**config.mk**
```make
export PLATFORM = sky130hd
export DESIGN_NAME = mips_fetch_unit
export DESIGN_NICKNAME = d
export VERILOG_FILES = /design/src/rtl/mips_fetch_unit_pkg.sv /design/src/rtl/mips_fetch_unit_pc_next.sv /design/src/rtl/mips_fetch_unit.sv
export SDC_FILE = /design/constraint.sdc
export NUM_CORES = 1
export LEC_CHECK = 0
export CORE_ASPECT_RATIO = 1.25
export CORE_UTILIZATION = 40
export DETAILED_ROUTE_END_ITERATION = 10
export GPL_TIMING_DRIVEN = 1
export MAX_ROUTING_LAYER = met4
export PLACE_DENSITY_LB_ADDON = 0.25
export SLEW_MARGIN = 15
export SYNTH_ARGS = -nofsm -noshare
export SYNTH_HDL_FRONTEND = slang
export SYNTH_HIERARCHICAL = 1
export SYNTH_SLANG_ARGS = --single-unit
```
**constraint.sdc**
```tcl
create_clock -name CLK -period 5.1 [get_ports CLK]
set_clock_uncertainty 0.15 [all_clocks]
set_input_delay 0.765 -clock CLK [delete_from_list [all_inputs] [get_ports CLK]]
set_output_delay 0.765 -clock CLK [all_outputs]
set_load 0.02 [all_outputs]
```
**src/rtl/mips_fetch_unit_pkg.sv**
```systemverilog
// mips_fetch_unit_pkg: shared fetch-stage state encodings and instruction-field constants
// Imported by mips_fetch_unit and mips_fetch_unit_pc_next.
// Contents:
//   fetchState_t           S_REQ (fetching), S_HOLD (IR live), S_ERR (memory timeout)
//   INSTR_W                instruction word width
//   OPCODE_MSB/OPCODE_LSB  opcode field position inside the instruction word
//   BRANCH_OFF_W           width of the raw branch immediate
package mips_fetch_unit_pkg;
    typedef enum logic [1:0] {
        S_REQ  = 2'd0,
        S_HOLD = 2'd1,
        S_ERR  = 2'd2
    } fetchState_t;
    localparam int INSTR_W      = 32;
    localparam int OPCODE_MSB   = 31;
    localparam int OPCODE_LSB   = 26;
    localparam int BRANCH_OFF_W = 16;
endpackage

```
**src/rtl/mips_fetch_unit_pc_next.sv**
```systemverilog
// mips_fetch_unit_pc_next: combinational next-PC computation for the fetch stage
// Ports:
//   pc            in   AW  address of the instruction being consumed
//   branchTaken   in   1   select branch target instead of sequential PC
//   branchOffset  in   16  raw branch immediate (word offset, signed)
//   pcNext        out  AW  pc+4, or pc+4+(sext(branchOffset)<<2) when branchTaken
//   pcPlus4       out  AW  pc+4
// All arithmetic wraps modulo 2^AW.
module mips_fetch_unit_pc_next
    import mips_fetch_unit_pkg::*;
#(
    parameter int AW = 32
) (
    input  logic [AW-1:0]           pc,
    input  logic                    branchTaken,
    input  logic [BRANCH_OFF_W-1:0] branchOffset,
    output logic [AW-1:0]           pcNext,
    output logic [AW-1:0]           pcPlus4
);
    logic [AW-1:0] branchDisp;

    assign branchDisp = {{(AW-BRANCH_OFF_W-2){branchOffset[BRANCH_OFF_W-1]}}, branchOffset, 2'b00};
    assign pcPlus4    = pc + AW'(4);
    assign pcNext     = branchTaken ? pcPlus4 + branchDisp : pcPlus4;
endmodule

```
**src/rtl/mips_fetch_unit.sv**
```systemverilog
// mips_fetch_unit: MIPS instruction fetch stage with req/ack instruction memory and IR
// Optional feature: define FETCH_TIMEOUT_EN to abort to S_ERR after TIMEOUT_CYCLES
// consecutive unacknowledged request cycles (fetch_err then sticks until Reset).
// Ports:
//   CLK, Reset            clock; synchronous active-high reset
//   imem_req/imem_addr    fetch request and word byte address (= PC)
//   imem_ack/imem_rdata   memory response, data valid with ack
//   stall                 downstream not ready, hold the current instruction
//   branch_taken/offset   branch decision, used only when the instruction is consumed
//   instr_valid           Instruction/Opcode/PC_out hold a live instruction
//   Instruction/Opcode    instruction register and its opcode field
//   PC_out/PC_plus4       address of the instruction in IR and that address + 4
//   fetch_err             sticky memory-timeout flag (constant 0 without FETCH_TIMEOUT_EN)
module mips_fetch_unit
    import mips_fetch_unit_pkg::*;
#(
    parameter int            AW             = 32,
    parameter logic [AW-1:0] RESET_PC       = '0,
    parameter int            TIMEOUT_CYCLES = 16
) (
    input  logic                          CLK,
    input  logic                          Reset,
    output logic                          imem_req,
    output logic [AW-1:0]                 imem_addr,
    input  logic                          imem_ack,
    input  logic [INSTR_W-1:0]            imem_rdata,
    input  logic                          stall,
    input  logic                          branch_taken,
    input  logic [BRANCH_OFF_W-1:0]       branch_offset,
    output logic                          instr_valid,
    output logic [INSTR_W-1:0]            Instruction,
    output logic [OPCODE_MSB-OPCODE_LSB:0] Opcode,
    output logic [AW-1:0]                 PC_out,
    output logic [AW-1:0]                 PC_plus4,
    output logic                          fetch_err
);
    fetchState_t   state, stateNext;
    logic [AW-1:0] pc, pcNext;
    logic          timeoutHit;
    logic          accept, consume;

    assign accept    = (state == S_REQ) && imem_ack;
    assign consume   = (state == S_HOLD) && !stall;
    assign imem_req  = (state == S_REQ) && !Reset;
    assign imem_addr = pc;
    assign Opcode    = Instruction[OPCODE_MSB:OPCODE_LSB];

    // PC_out equals pc whenever a consume can happen (S_HOLD), so one adder chain
    // serves both the branch target and the PC_plus4 output.
    mips_fetch_unit_pc_next #(.AW(AW)) uPcNext (
        .pc           (PC_out),
        .branchTaken  (branch_taken),
        .branchOffset (branch_offset),
        .pcNext       (pcNext),
        .pcPlus4      (PC_plus4)
    );

    always_comb begin
        stateNext = state;
        stateNext = (state == S_REQ)  ? (imem_ack ? S_HOLD : timeoutHit ? S_ERR : S_REQ) :
                    (state == S_HOLD) ? (stall ? S_HOLD : S_REQ) : state;
    end

    always_ff @(posedge CLK) begin
        if (Reset) begin
            state       <= S_REQ;
            pc          <= {RESET_PC[AW-1:2], 2'b00};
            Instruction <= '0;
            PC_out      <= '0;
            instr_valid <= 1'b0;
        end else begin
            state <= stateNext;
            if (accept) begin
                Instruction <= imem_rdata;
                PC_out      <= pc;
                instr_valid <= 1'b1;
            end
            if (consume) begin
                pc          <= pcNext;
                instr_valid <= 1'b0;
            end
        end
    end

`ifdef FETCH_TIMEOUT_EN
    localparam int CNT_W = $clog2(TIMEOUT_CYCLES + 1);
    logic [CNT_W-1:0] waitCnt;
    logic             fetchErr;

    // Hit in the TIMEOUT_CYCLES-th consecutive request cycle; an ack in that cycle still wins.
    assign timeoutHit = (waitCnt == CNT_W'(TIMEOUT_CYCLES - 1));
    assign fetch_err  = fetchErr;

    always_ff @(posedge CLK) begin
        if (Reset) begin
            waitCnt  <= '0;
            fetchErr <= 1'b0;
        end else if (state == S_REQ) begin
            waitCnt  <= imem_ack ? '0 : waitCnt + 1'b1;
            fetchErr <= fetchErr | (!imem_ack && timeoutHit);
        end
    end
`else
    assign timeoutHit = 1'b0;
    assign fetch_err  = 1'b0;
`endif
endmodule

```
# After elaboration in Yosys (flattened, before gate mapping)
# Cells that the tools add are included.
# totals
wordCells,21
input_bits,53
ff_bits,99
output_inout_bits,137
# op_classes
reduce_logical,8
n_eq_ne,1
add_sub_neg,2
mux,5
# op_table
operator,n
$add A32 B3 Y32 const B,1
$add A32 B32 Y32,1
$mux W32,1
$mux W2,2
$logic_and A1 B1 Y1,3
$eq A2 B1 Y1 const B,1
$logic_not A1 Y1,2
$logic_not A2 Y1,1
$mux W1,2
$reduce_bool A2 Y1,1
$reduce_or A2 Y1,1

# Longest topological paths before layout
# Gate-level depths: netlist of the first run.
# depth
depth_word,3
depth_mapped,19
depth_no_buf,18

# Modules after synthesis
# The synthesis of the first run kept the hierarchy.
# modules_own_cells
mod,area_per_inst_um2,instances,seq_area_each_um2,cells_each
mips_fetch_unit,4282.9,1,1961.9,411
mips_fetch_unit_pc_next,2349.8,1,0.0,341

# Worst setup path after synthesis of the first run
# No wires, ideal clock.
# synth_timing
path_type,register to register
startpoint,register PC_out[2]
endpoint,register pc[29] (netlist: imem_addr[29])
arrival_time_ps,4007
n_path_buf,0
setup_slack_ps,826
synth_period_minus_slack_ps,4274
required_ps,4832
stages_incl_launch_ff,17
cell_sequence,dfxtp_1 > ha_1 > nand2_1 > nor2_1 > nand3_1 > xnor2_1 > ha_1 > a211o_1 > a2111oi_2 > a21oi_1 > a221o_1 > a31oi_4 > o21ai_2 > a2111oi_4 > nor3_2 > nand4bb_1 > o21ai_1
# synth_via
elab_chain_len,3
# synth_lines
item,line_no,text
start: declaration,mips_fetch_unit.sv:33,"output logic [AW-1:0] PC_out,"
start signal: assignment,mips_fetch_unit.sv:75,PC_out <= pc;
$add A32 B3 Y32,mips_fetch_unit_pc_next.sv:23,assign pcPlus4 = pc + AW'(4);
named net PC_plus4[14],mips_fetch_unit.sv:34,"output logic [AW-1:0] PC_plus4,"
$add A32 B32 Y32,mips_fetch_unit_pc_next.sv:24,assign pcNext = branchTaken ? pcPlus4 + branchDisp : pcPlus4;
$mux W32,mips_fetch_unit_pc_next.sv:24,
named net pcNext[29],mips_fetch_unit.sv:38,"logic [AW-1:0] pc, pcNext;"
end signal: assignment,mips_fetch_unit.sv:67,"pc <= {RESET_PC[AW-1:2], 2'b00};"
end signal: assignment,mips_fetch_unit.sv:79,pc <= pcNext;
end: declaration,mips_fetch_unit.sv:38,
# The timed path passes the listed nets, and every way through them passes these cells.
# A chain may end at the register's enable or synchronous reset.

# Worst setup path after layout of the first run
# layout_timing
startpoint,register PC_out[2]
endpoint,register pc[31] (netlist: imem_addr[31])
# layout_via
elab_chain_len,3
# layout_lines
item,line_no
$add A32 B3 Y32 (*),mips_fetch_unit_pc_next.sv:23
$add A32 B32 Y32,mips_fetch_unit_pc_next.sv:24
$mux W32 (*),mips_fetch_unit_pc_next.sv:24
named net pcNext[31],mips_fetch_unit.sv:38
# The timed path passes the listed nets; every way through them passes the cells marked *.

==> results of run 1 <==
## path summary, 6_finish.rpt
path | from | end | slack (ns)
worst min register to register | Instruction[5]$_SDFFE_PP0P_ | Instruction[5]$_SDFFE_PP0P_ | 0.32
worst max register to register | PC_out[2]$_SDFFE_PP0P_ | imem_addr[31]$_SDFFE_PP0P_ | 0.46
worst max-delay path | PC_out[2]$_SDFFE_PP0P_ | imem_addr[31]$_SDFFE_PP0P_ | 0.46
worst min-delay path | Instruction[5]$_SDFFE_PP0P_ | Instruction[5]$_SDFFE_PP0P_ | 0.32
## power by group through the flow
stage | logic [uW] | clock network [uW] | registers, uW
after floorplan | 213 | 0 | 861
after global placement | 381 | 0 | 832
after detailed placement | 382 | 0 | 833
after CTS | 384 | 723 | 816
after global routing | 412 | 755 | 820
final | 381 | 704 | 815
## Yosys cell counts (5+ instances only)
master / n / area share (%)
nand3_1: 23 / 1.7
mux2i_1: 34 / 5.1
buf_4: 17 / 1.9
buf_2: 5 / 0.38
clkbuf_1: 33 / 1.9
nor2_1: 41 / 2.3
nand2b_1: 102 / 9.6
nand4_1: 7 / 0.66
and3_1: 5 / 0.47
a21o_1: 9 / 1.0
inv_1: 6 / 0.34
xor2_1: 22 / 2.9
dfxtp_1: 98 / 30
nand4bb_1: 64 / 11
o21ai_1: 64 / 4.8
xnor2_1: 30 / 4.0
a21oi_1: 43 / 3.2
nand2_1: 33 / 1.9
o21ai_0: 18 / 1.4
ha_1: 36 / 6.8
## layer usage
layer	up-vias	routed length, um
met1	2873	8130
met2	171	9280
li1	2967	-
met5	-	0
met3	29	861
met4	0	427
## metrics by stage
step	worst slack [ns]	total power, uW
final	0.461	1900
after global placement	0.847	1210
after floorplan	0.826	1070
after global routing	0.0578	1990
after CTS	0.578	1920
after detailed placement	0.665	1210
## registers in the layout, summed over array words and instances (netlist names)
register     count
instr_valid      1
Instruction     32
PC_out          32
imem_addr       32
state            1
## final cells by class
class,instances,share of cell area [%]
clock buffer,9,2.56
clock inverter,7,0.897
inverter,6,0.256
multi-input combinational,588,48.8
sequential,98,22.3
tap,216,3.08
timing repair buffer,195,22.1
## kinds of logic after synthesis
logic type | count (synthesis) | synth area share (%)
simple gates | 297 | 30.1
compound gates | 163 | 14.7
flops | 98 | 29.6
buf+inv | 66 | 5.81
xor+xnor | 52 | 6.87
mux | 38 | 5.81
fa+ha+maj | 37 | 7.09
other cells | 1 | 0.0565
## worst reg2reg max path, cell delays in order (launching register included)
cell       delay [ns]
dfxtp_1          0.46
ha_1             0.28
nand2_1          0.11
nor2_1           0.44
nand3_1          0.24
nor2_1           0.34
nand3_1          0.14
xnor2_1          0.26
ha_1             0.36
nand2_1          0.15
o21ai_0          0.12
o21ai_0          0.26
a21oi_1          0.13
a2111oi_0        0.40
o31ai_1          0.16
mux2i_1          0.21
xor2_1           0.16
nand4bb_1        0.10
o21ai_1          0.10
## cell usage in the layout (no fill, tap or decap), drive strengths merged, types with 3 or more instances in the layout
master           n
o21ai           83
buf              9
xor2            22
ha              36
dfxtp           98
nor2            41
inv             10
and2             4
o21bai           3
mux2             4
and4             4
and3             6
clkdlybuf4s50  186
clkinv           3
nor2b            4
nand2           33
a2111oi          3
nor3             3
or2              3
nand4bb         64
a21o             9
a21oi           43
o31ai            4
a31oi            3
xnor2           30
mux2i           34
clkbuf           9
nand2b         102
nand3           23
nand4            7
==> metrics.yaml, run 1 <==
critical_path:
  timing.critical_path.to_type: "flop"
  critical_path_cell_count: 18
  ff2ff_path_depth: 18
  critical_path_peak_fanout: 7
  max_stage_delay_ns: 0.46
  critical_path_class: "reg -> reg"
  cp_data_required_time_ns: 5.24
  critical_path.n_buffers_inverters: 0
  critical_path_arrival_ns: 4.78
  cp_slowest_cell: "dfxtp_1"
  path_cells: "ha_1 > nand2_1 > nor2_1 > nand3_1 > nor2_1 > nand3_1 > xnor2_1 > ha_1 > nand2_1 > o21ai_0 > o21ai_0 > a21oi_1 > a2111oi_0 > o31ai_1 > mux2i_1 > xor2_1 > nand4bb_1 > o21ai_1"
  nature_of_the_critical_path_startpoint: "flop"
  critical-path-top-delay-family: "simple AND/OR/NAND/NOR gates"
detailed_routing:
  detailedRoute.firstPassIterationCount: 5
  via_density_per_instance: 5.40
  drt_drc_violations_left: 0
  avgRoutedWirePerCell_um: 16.7
  ant_nets: 0
  initialDrtViolationCount: 301
  postRouteWirelength_um: 18700
  via_count: 6040
floorplan:
  ios: 190
  height_of_the_chip_um: 146
  floorplan.initialDensity_pct: 40.9
  die_w_um: 117
  fp.dieArea_mm2: 0.0171
  core_footprint_mm2: 0.0162
  floorplan.rows: 52
timing:
  timing.final.max_slew_violations: 0
  slew-limit-headroom_pct: 32.5
  fmaxAchievable_mhz: 216
  rsz0062_at_grt: "no"
  setup_total_negative_slack_ns: 0
  setup_viol_count_final: 0
  max_slew.worst_pin.slew_ns: 1.01
  final_hold_violations: 0
  layout_worst_path_cycle_share_pct: 91.0
  fin_hold_ws_ns: 0.315
  layout_min_cycle_time_ns: 4.64
logic_synthesis:
  synthesis.instances: 752
  yosys_warnings: 6
  avgSynthCellArea_um2: 8.82
  synth.ff_latch_count: 98
  yosys_most_used_dff: "dfxtp_1"
  synth.net_count: 842
  synth-seq-area-share_pct: 29.6
  synth_enable_flop_cells: 0
  synthArstFlopShare_pct: 0
  synth.lib_cells_used.distinct: 57
  synth_area_mm2: 0.00663
placed_design:
  gp_congestion: 0.908
  placed_area_mm2: 0.00848
  placedCellCount: 1103
  port_buffers: 188
  dp_hpwl_um: 13100
power:
  power_frac_seq_pct: 42.9
  switching_share_pct: 30.0
  internal_power_uw: 1330
  power.ir.vdd_worst_mv: 0.132
  cellPowerDensity_mw_per_mm2: 216
  power_frac_comb_pct: 20.1
  leakage_uw: 0.00325
  p_sw_uw: 570
  power.share.clock_pct: 37.0
layout:
  post-route-util_pct: 54.2
  multi_input_area_mm2: 0.00429
  area_growth_syn_to_layout_pct: 32.4
  finalNonFillerCells: 1119
  finish.instance_area_mm2: 0.00878
  final_nets: 988
  area.sequential_mm2: 0.00196
  antennaDiodeCount: 0
  num-fill-cells: 1482
  final_layout_size_suffix_gt1_share_pct: 4.87
global_routing:
  gr-usage-met3_pct: 3.87
  wire_length_of_the_first_global_routing_pass_um: 30300
  grt.total_usage_pct: 23.1
  grt_max_degree: 87
  antenna_found_initial: 0
  busiest_layer: "met2"
  gr-total-overflow: 0
  grtUsageMet2_pct: 37.6
  met1_layer_usage_reported_by_global_route_pct: 28.4
  grt_pass1_vias: 5931
worst_hold_path:
  timing.hold.worst_path_depth: 2
  min-delay-path-class: "reg -> reg"
clocking:
  tritoncts_buffers: 9
  postcts_resize_cnt: 0
  tritoncts_clock_tree: "done"
  max_h_tree_level: 3
  tritoncts_sinks: 98
  cts_hold_buffers: 0
  cts-root-to-sink-buffers: 2
  cts.repair_timing.setup_buffer_count: 0
  worstSkewPairLatency_ns: 0.36
  clock_root_buffer: "clkbuf_16"
  cts.clk_slew.worst_paths_ns: 0.08
outcome:
  outcome: "finished clean"
flow_run:
  max-cap-violations: 0
Power figures use the tool's default switching activity.
==> run 2: changes to the inputs <==
Settings changed: REMOVE_ABC_BUFFERS from default to 1.
==> run 2 against run 1 <==
Register-to-register slack gained 0.16 ns. Sequential power grew 0.5%. Worst setup slack gained 0.16 ns. First-iteration DRC count shrank 9.6%. Non-clock buffer count grew 2. Combinational power shrank 1%. Total power grew 2.5%. Sequential share of layout area is essentially flat.
==> metrics.yaml, run 2 (synthesis results as in run 1) <==
layout:
  final_layout_size_suffix_gt1_share_pct: 4.76  # -0.12 points
  finish.instance_area_mm2: 0.00880  # +0.21%
  area_growth_syn_to_layout_pct: 32.7
  layout.cells.most_common_list: "clkdlybuf4s50_1 (186), nand2b_1 (102), dfxtp_1 (97)"
  mostFrequentLayoutCell: "clkdlybuf4s50_1"
  antennaDiodeCount: 0  # unchanged
  final_nets: 990  # +0.20%
timing:
  setup_viol_count_final: 0  # unchanged
  max_slew.worst_pin.slew_ns: 0.850  # -0.160 ns
  layout_setup_ws_ns: 0.622  # +0.161 ns
  fin_hold_ws_ns: 0.313  # -0.00198 ns
  layout_min_cycle_time_ns: 4.48  # -0.161 ns
  timing.final.max_slew_violations: 0  # unchanged
  layout_worst_path_cycle_share_pct: 87.8  # -3.2 points
  rsz0062_at_grt: "no"
  setup_total_negative_slack_ns: 0  # unchanged
  final_hold_violations: 0  # unchanged
  slew-limit-headroom_pct: 43.3  # +11 points
  fmaxAchievable_mhz: 223  # +3.6%
critical_path:
  max_stage_delay_ns: 0.48  # +0.02 ns
  critical_path_class: "reg -> reg"
  worst_r2r_startpoint: "PC_out[4]$_SDFFE_PP0P_"
  timing.rr.end: "imem_addr[29]$_SDFFE_PP0P_"
  cp_data_required_time_ns: 5.16  # -0.08 ns
  path_cells: "and4_1 > nand2_1 > nor2_1 > nand3_1 > xnor2_1 > ha_1 > a211o_1 > a2111oi_2 > a21oi_1 > a221o_1 > a31oi_4 > o21ai_2 > a2111oi_4 > nor3_2 > nand4bb_1 > o21ai_1"
  reg2reg_slack_ns: 0.62  # +0.16 ns
  critical_path_arrival_ns: 4.54  # -0.24 ns
  nature_of_the_critical_path_startpoint: "flop"
  critical_path_peak_fanout: 8  # +1
  cp_slowest_cell: "dfxtp_1"
  critical-path-top-delay-family: "compound AO/OA/AOI/OAI gates"
  ff2ff_path_depth: 16  # -2
  critical_path.n_buffers_inverters: 0  # unchanged
  timing.critical_path.to_type: "flop"
power:
  switching_share_pct: 26.3  # -3.7 points
  power_frac_comb_pct: 19.3  # -0.8 points
  leakage_uw: 0.00326  # +0.39%
  internal_power_uw: 1440  # +7.9%
  fin_total_pwr_uw: 1950  # +2.5%
  power.ir.vdd_worst_mv: 0.169  # +29%
  power_frac_seq_pct: 42.0  # -0.9 points
  cellPowerDensity_mw_per_mm2: 221  # +2.3%
  p_sw_uw: 512  # -10%
  power.share.clock_pct: 38.6  # +1.6 points
clocking:
  worstSkewPairLatency_ns: 0.35  # about the same
  postcts_resize_cnt: 0  # unchanged
  cts-root-to-sink-buffers: 2  # unchanged
  clock_root_buffer: "clkbuf_16"
  cts.clk_slew.worst_paths_ns: 0.07  # about the same
  cts_hold_buffers: 0  # unchanged
  tritoncts_buffers: 9  # unchanged
  cts.repair_timing.setup_buffer_count: 0  # unchanged
  tritoncts_clock_tree: "done"
  max_h_tree_level: 3  # unchanged
  tritoncts_sinks: 98  # unchanged
global_routing:
  grt_max_degree: 85  # -2.3%
  wire_length_of_the_first_global_routing_pass_um: 29300  # -3.2%
  antenna_found_initial: 0  # unchanged
  grt_pass1_vias: 5720  # -3.6%
  grt.total_usage_pct: 22.5  # -0.59 points
  gr-total-overflow: 0  # unchanged
floorplan:
  ios: 190  # unchanged
  floorplan.rows: 52  # unchanged
  core_footprint_mm2: 0.0162  # unchanged
  fp.dieArea_mm2: 0.0171  # unchanged
  die_w_um: 117  # unchanged
  height_of_the_chip_um: 146  # unchanged
  floorplan.initialDensity_pct: 40.9  # unchanged
detailed_routing:
  postRouteWirelength_um: 18300  # -2.2%
  via_density_per_instance: 5.24  # -3.0%
  ant_nets: 0  # unchanged
  initialDrtViolationCount: 272  # -9.6%
  avgRoutedWirePerCell_um: 16.3  # -2.3%
  drt_drc_violations_left: 0  # unchanged
  via_count: 5867  # -2.9%
  detailedRoute.firstPassIterationCount: 5  # unchanged
worst_hold_path:
  min-delay-path-class: "reg -> reg"
  worst_hold_startpoint: "Instruction[21]$_SDFFE_PP0P_"
  timing.hold.worst_path_depth: 2  # unchanged
  timing.hold.worst_endpoint: "Instruction[21]$_SDFFE_PP0P_"
placed_design:
  post-place-ws_ns: 0.665  # -0.000480 ns
  placed_area_mm2: 0.00848  # about the same
  gp_congestion: 0.875  # -3.7%
  port_buffers: 188  # unchanged
  dp_hpwl_um: 12900  # -1.6%
flow_run:
  max-cap-violations: 0  # unchanged
outcome:
  outcome: "finished clean"
[run 2: how the worst max path moves through the flow]
stage                           start                         end  depth (start not counted)
3_5_place_dp   PC_out[2]$_SDFFE_PP0P_  imem_addr[29]$_SDFFE_PP0P_                         16
4_1_cts        PC_out[2]$_SDFFE_PP0P_  imem_addr[29]$_SDFFE_PP0P_                         16
3_3_place_gp   PC_out[4]$_SDFFE_PP0P_  imem_addr[29]$_SDFFE_PP0P_                         16
5_1_grt        PC_out[2]$_SDFFE_PP0P_  imem_addr[31]$_SDFFE_PP0P_                         17
6_report       PC_out[4]$_SDFFE_PP0P_  imem_addr[29]$_SDFFE_PP0P_                         16
2_1_floorplan  PC_out[2]$_SDFFE_PP0P_  imem_addr[29]$_SDFFE_PP0P_                         16
[run 2: layer usage]
layer / share of wire, % / GRT usage, % / vias to the layer above
met5: 0 / - / -
met4: 1.9 / 8.23 / 0
met3: 4.6 / 4.00 / 20
met2: 49 / 37.2 / 128
met1: 44 / 26.9 / 2746
li1: - / - / 2973
[run 2: cell type report]
class	instances	area, um^2
Tap cell	216	270
Multi-Input combinational cell	588	4290
Clock buffer	13	260
Timing Repair Buffer	197	1940
Sequential cell	98	1960
Fill cell	1497	7400
Inverter	6	22.5
Clock inverter	2	60.1
[run 2: worst register-to-register path, cell delays in order (launching register included)]
cell       delay, ns
dfxtp_1         0.48
and4_1          0.26
nand2_1         0.10
nor2_1          0.46
nand3_1         0.17
xnor2_1         0.28
ha_1            0.34
a211o_1         0.35
a2111oi_2       0.32
a21oi_1         0.11
a221o_1         0.38
a31oi_4         0.25
o21ai_2         0.15
a2111oi_4       0.32
nor3_2          0.08
nand4bb_1       0.09
o21ai_1         0.08
[run 2: power groups by stage]
stage          sequential [uW]  clock (uW)  combinational [uW]
2_1_floorplan              870           0                 162
3_3_place_gp               835           0                 376
4_1_cts                    819         776                 379
3_5_place_dp               836           0                 377
5_1_grt                    823         803                 406
6_report                   819         752                 376
[run 2: metrics by stage]
step	instances	util, %
floorplan	692	-
global placement	1105	52.4
detailed placement	1105	52.4
CTS	1120	54.3
global route	1120	54.3
finish	1120	54.3
==> run 3: changes to the inputs <==
--- a/config.mk
+++ b/config.mk
@@ -14,3 +14,3 @@
 export REMOVE_ABC_BUFFERS = 1
-export SLEW_MARGIN = 15
+export SLEW_MARGIN = 40
 export SYNTH_ARGS = -nofsm -noshare
==> constraint.sdc (replaced) <==
create_clock -name CLK -period 5.8 [get_ports CLK]
set_clock_uncertainty 0.15 [all_clocks]
set_input_delay 0.87 -clock CLK [delete_from_list [all_inputs] [get_ports CLK]]
set_output_delay 0.87 -clock CLK [all_outputs]
set_load 0.05 [all_outputs]
==> run 3 against run 2 <==
Sequential cell count stayed put. Design area hardly changed. Worst setup slack better by 0.64 ns. Via count is 0.24% higher. Cell count hardly changed. Critical path depth is 8 lower. First-iteration DRC count is 2.2% higher. Hold slack hardly changed. Register-to-register slack better by 0.74 ns. Global-route usage hardly changed. Count of clock-buffer cells in the layout is 3 lower. Routed wire length is 0.49% higher. Critical path type is now reg -> out. Highest routed layer unchanged.
==> metrics.yaml, run 3 (synthesis results as in run 1) <==
outcome:
  outcome: "finished clean"
placed_design:
  placedCellCount: 1103  # -0.18%
  gp_congestion: 0.877  # +0.29%
  dp_hpwl_um: 12900  # about the same
  placed_area_mm2: 0.00847  # -0.18%
  port_buffers: 188  # unchanged
clocking:
  tritoncts_buffers: 9  # unchanged
  postcts_resize_cnt: 0  # unchanged
  clock_root_buffer: "clkbuf_16"
  tritoncts_sinks: 98  # unchanged
  cts-root-to-sink-buffers: 2  # unchanged
  worstSkewPairLatency_ns: 0.35  # about the same
  cts_hold_buffers: 0  # unchanged
  max_h_tree_level: 3  # unchanged
  cts.clk_slew.worst_paths_ns: 0.07  # about the same
  tritoncts_clock_tree: "done"
  cts.repair_timing.setup_buffer_count: 0  # unchanged
timing:
  slew-limit-headroom_pct: 54.0  # +11 points
  max_slew.worst_pin.slew_ns: 0.690  # -0.160 ns
  rsz0062_at_grt: "no"
  layout_min_cycle_time_ns: 4.54
  timing.final.max_slew_violations: 0  # unchanged
  final_hold_violations: 0  # unchanged
  layout_worst_path_cycle_share_pct: 78.2
  setup_viol_count_final: 0  # unchanged
  fmaxAchievable_mhz: 220
  setup_total_negative_slack_ns: 0  # unchanged
power:
  cellPowerDensity_mw_per_mm2: 206  # -6.8%
  fin_total_pwr_uw: 1820  # -6.8%
  leakage_uw: 0.00327  # about the same
  power.ir.vdd_worst_mv: 0.143  # -16%
layout:
  finish.instance_area_mm2: 0.00880  # about the same
  multi_input_area_mm2: 0.00429  # unchanged
  area.sequential_mm2: 0.00196  # unchanged
  mostFrequentLayoutCell: "clkdlybuf4s50_1"
  num-fill-cells: 1502  # +0.33%
  layout.cells.most_common_list: "clkdlybuf4s50_1 (185), nand2b_1 (102), dfxtp_1 (97)"
  finalNonFillerCells: 1119  # -0.089%
  post-route-util_pct: 54.3  # about the same
  area_growth_syn_to_layout_pct: 32.7  # about the same
  antennaDiodeCount: 0  # unchanged
  final_nets: 988  # -0.20%
  final_layout_size_suffix_gt1_share_pct: 4.87  # +0.12 points
global_routing:
  gr-usage-met3_pct: 3.50  # -0.50 points
  grt_max_degree: 86  # +1.2%
  wire_length_of_the_first_global_routing_pass_um: 29500  # +0.47%
  busiest_layer: "met2"
  antenna_found_initial: 0  # unchanged
  grt.total_usage_pct: 22.6  # +0.038 points
  met1_layer_usage_reported_by_global_route_pct: 28.4  # +1.5 points
  gr-total-overflow: 0  # unchanged
  grtUsageMet2_pct: 36.0  # -1.2 points
  grt_pass1_vias: 5660  # -1.0%
critical_path:
  max_stage_delay_ns: 0.87  # +0.39 ns
  nature_of_the_critical_path_startpoint: "flop"
  timing.rr.end: "imem_addr[29]$_SDFFE_PP0P_"
  critical_path_class: "reg -> out"
  reg2reg_slack_ns: 1.36  # +0.74 ns
  critical_path_arrival_ns: 3.52  # -1.02 ns
  ff2ff_path_depth: 16  # unchanged
  critical_path_peak_fanout: 7  # -1
  timing.critical_path.to_type: "primary output"
  path_cells: "ha_1 > nand2_1 > nor2_1 > nand3_1 > nor2_1 > nand3_1 > xnor2_1 > clkdlybuf4s50_1"
  cp_slowest_cell: "clkdlybuf4s50_1"
  worst_r2r_startpoint: "PC_out[2]$_SDFFE_PP0P_"
  cp_data_required_time_ns: 4.78  # -0.38 ns
detailed_routing:
  avgRoutedWirePerCell_um: 16.4  # +0.58%
  via_density_per_instance: 5.26  # +0.33%
  detailedRoute.firstPassIterationCount: 4  # -1
  initialDrtViolationCount: 278  # +2.2%
  postRouteWirelength_um: 18400  # +0.49%
  ant_nets: 0  # unchanged
  via_count: 5881  # +0.24%
  drt_drc_violations_left: 0  # unchanged
floorplan:
  floorplan.rows: 52  # unchanged
  fp.dieArea_mm2: 0.0171  # unchanged
  core_footprint_mm2: 0.0162  # unchanged
  die_w_um: 117  # unchanged
  floorplan.initialDensity_pct: 40.9  # unchanged
  height_of_the_chip_um: 146  # unchanged
  ios: 190  # unchanged
worst_hold_path:
  min-delay-path-class: "reg -> reg"
  timing.hold.worst_path_depth: 2  # unchanged
  worst_hold_startpoint: "Instruction[21]$_SDFFE_PP0P_"
  timing.hold.worst_endpoint: "Instruction[21]$_SDFFE_PP0P_"
flow_run:
  max-cap-violations: 0  # unchanged
run 3: cell count changes in the layout (fill, tap and decap cells not counted):
| cell | change |
|---|---|
| clkdlybuf4s50_1 | -1 |
| buf_4 | -2 |
| clkbuf_8 | -2 |
| inv_6 | +1 |
| clkbuf_1 | -1 |
| clkinv_2 | +1 |
| clkinv_4 | +1 |
| buf_2 | +1 |
| bufinv_16 | +1 |
run 3: final cells by class:
type	count	area share [%]
clock inverters	6	1.28
well taps	216	3.07
clock buffers	10	2.60
inverters	6	0.256
flip-flops and latches	98	22.3
multi-input cells	588	48.7
repair buffers	195	21.8
run 3: where the power goes:
part	switching (uW)	leakage (uW)	internal, uW	total (uW)
clock	274	0.000167	424	698
sequential	21.3	0.000797	697	719
combinational	237	0.00230	163	400
total	532	0.00327	1280	1820
run 3: how the worst max path moves through the flow:
stage                                       from                         end  slack [ns]  cells past startpoint
after global placement    PC_out[4]$_SDFFE_PP0P_  imem_addr[29]$_SDFFE_PP0P_        1.57                     16
after global routing      PC_out[2]$_SDFFE_PP0P_  imem_addr[31]$_SDFFE_PP0P_        1.02                     18
after detailed placement  PC_out[4]$_SDFFE_PP0P_  imem_addr[29]$_SDFFE_PP0P_        1.43                     16
after floorplan           PC_out[2]$_SDFFE_PP0P_  imem_addr[29]$_SDFFE_PP0P_        0.72                     16
after CTS                 PC_out[4]$_SDFFE_PP0P_                PC_plus4[30]        1.24                      8
final                     PC_out[2]$_SDFFE_PP0P_                PC_plus4[30]        1.26                      8
run 3: per-stage QoR:
step                hold slack (ns)  worst slack, ns
CTS                           0.317             1.24
finish                        0.313             1.26
detailed placement            0.306             1.43
global placement              0.301             1.57
global route                  0.337             1.02
floorplan                     0.537            0.719
run 3: per-layer routing:
layer  share of wire [%]  routed length (um)
met1                  45                8180
met2                  49                9060
met5                   0                   0
met3                 4.0                 730
met4                 2.2                 406
run 3: critical path: cells and delay by family (launching register included):
family        cells  cell delay [ns]
xor+xnor          1             0.32
fa+ha+maj         1             0.27
buf+inv           1             0.87
flops             1             0.43
simple gates      5             1.27
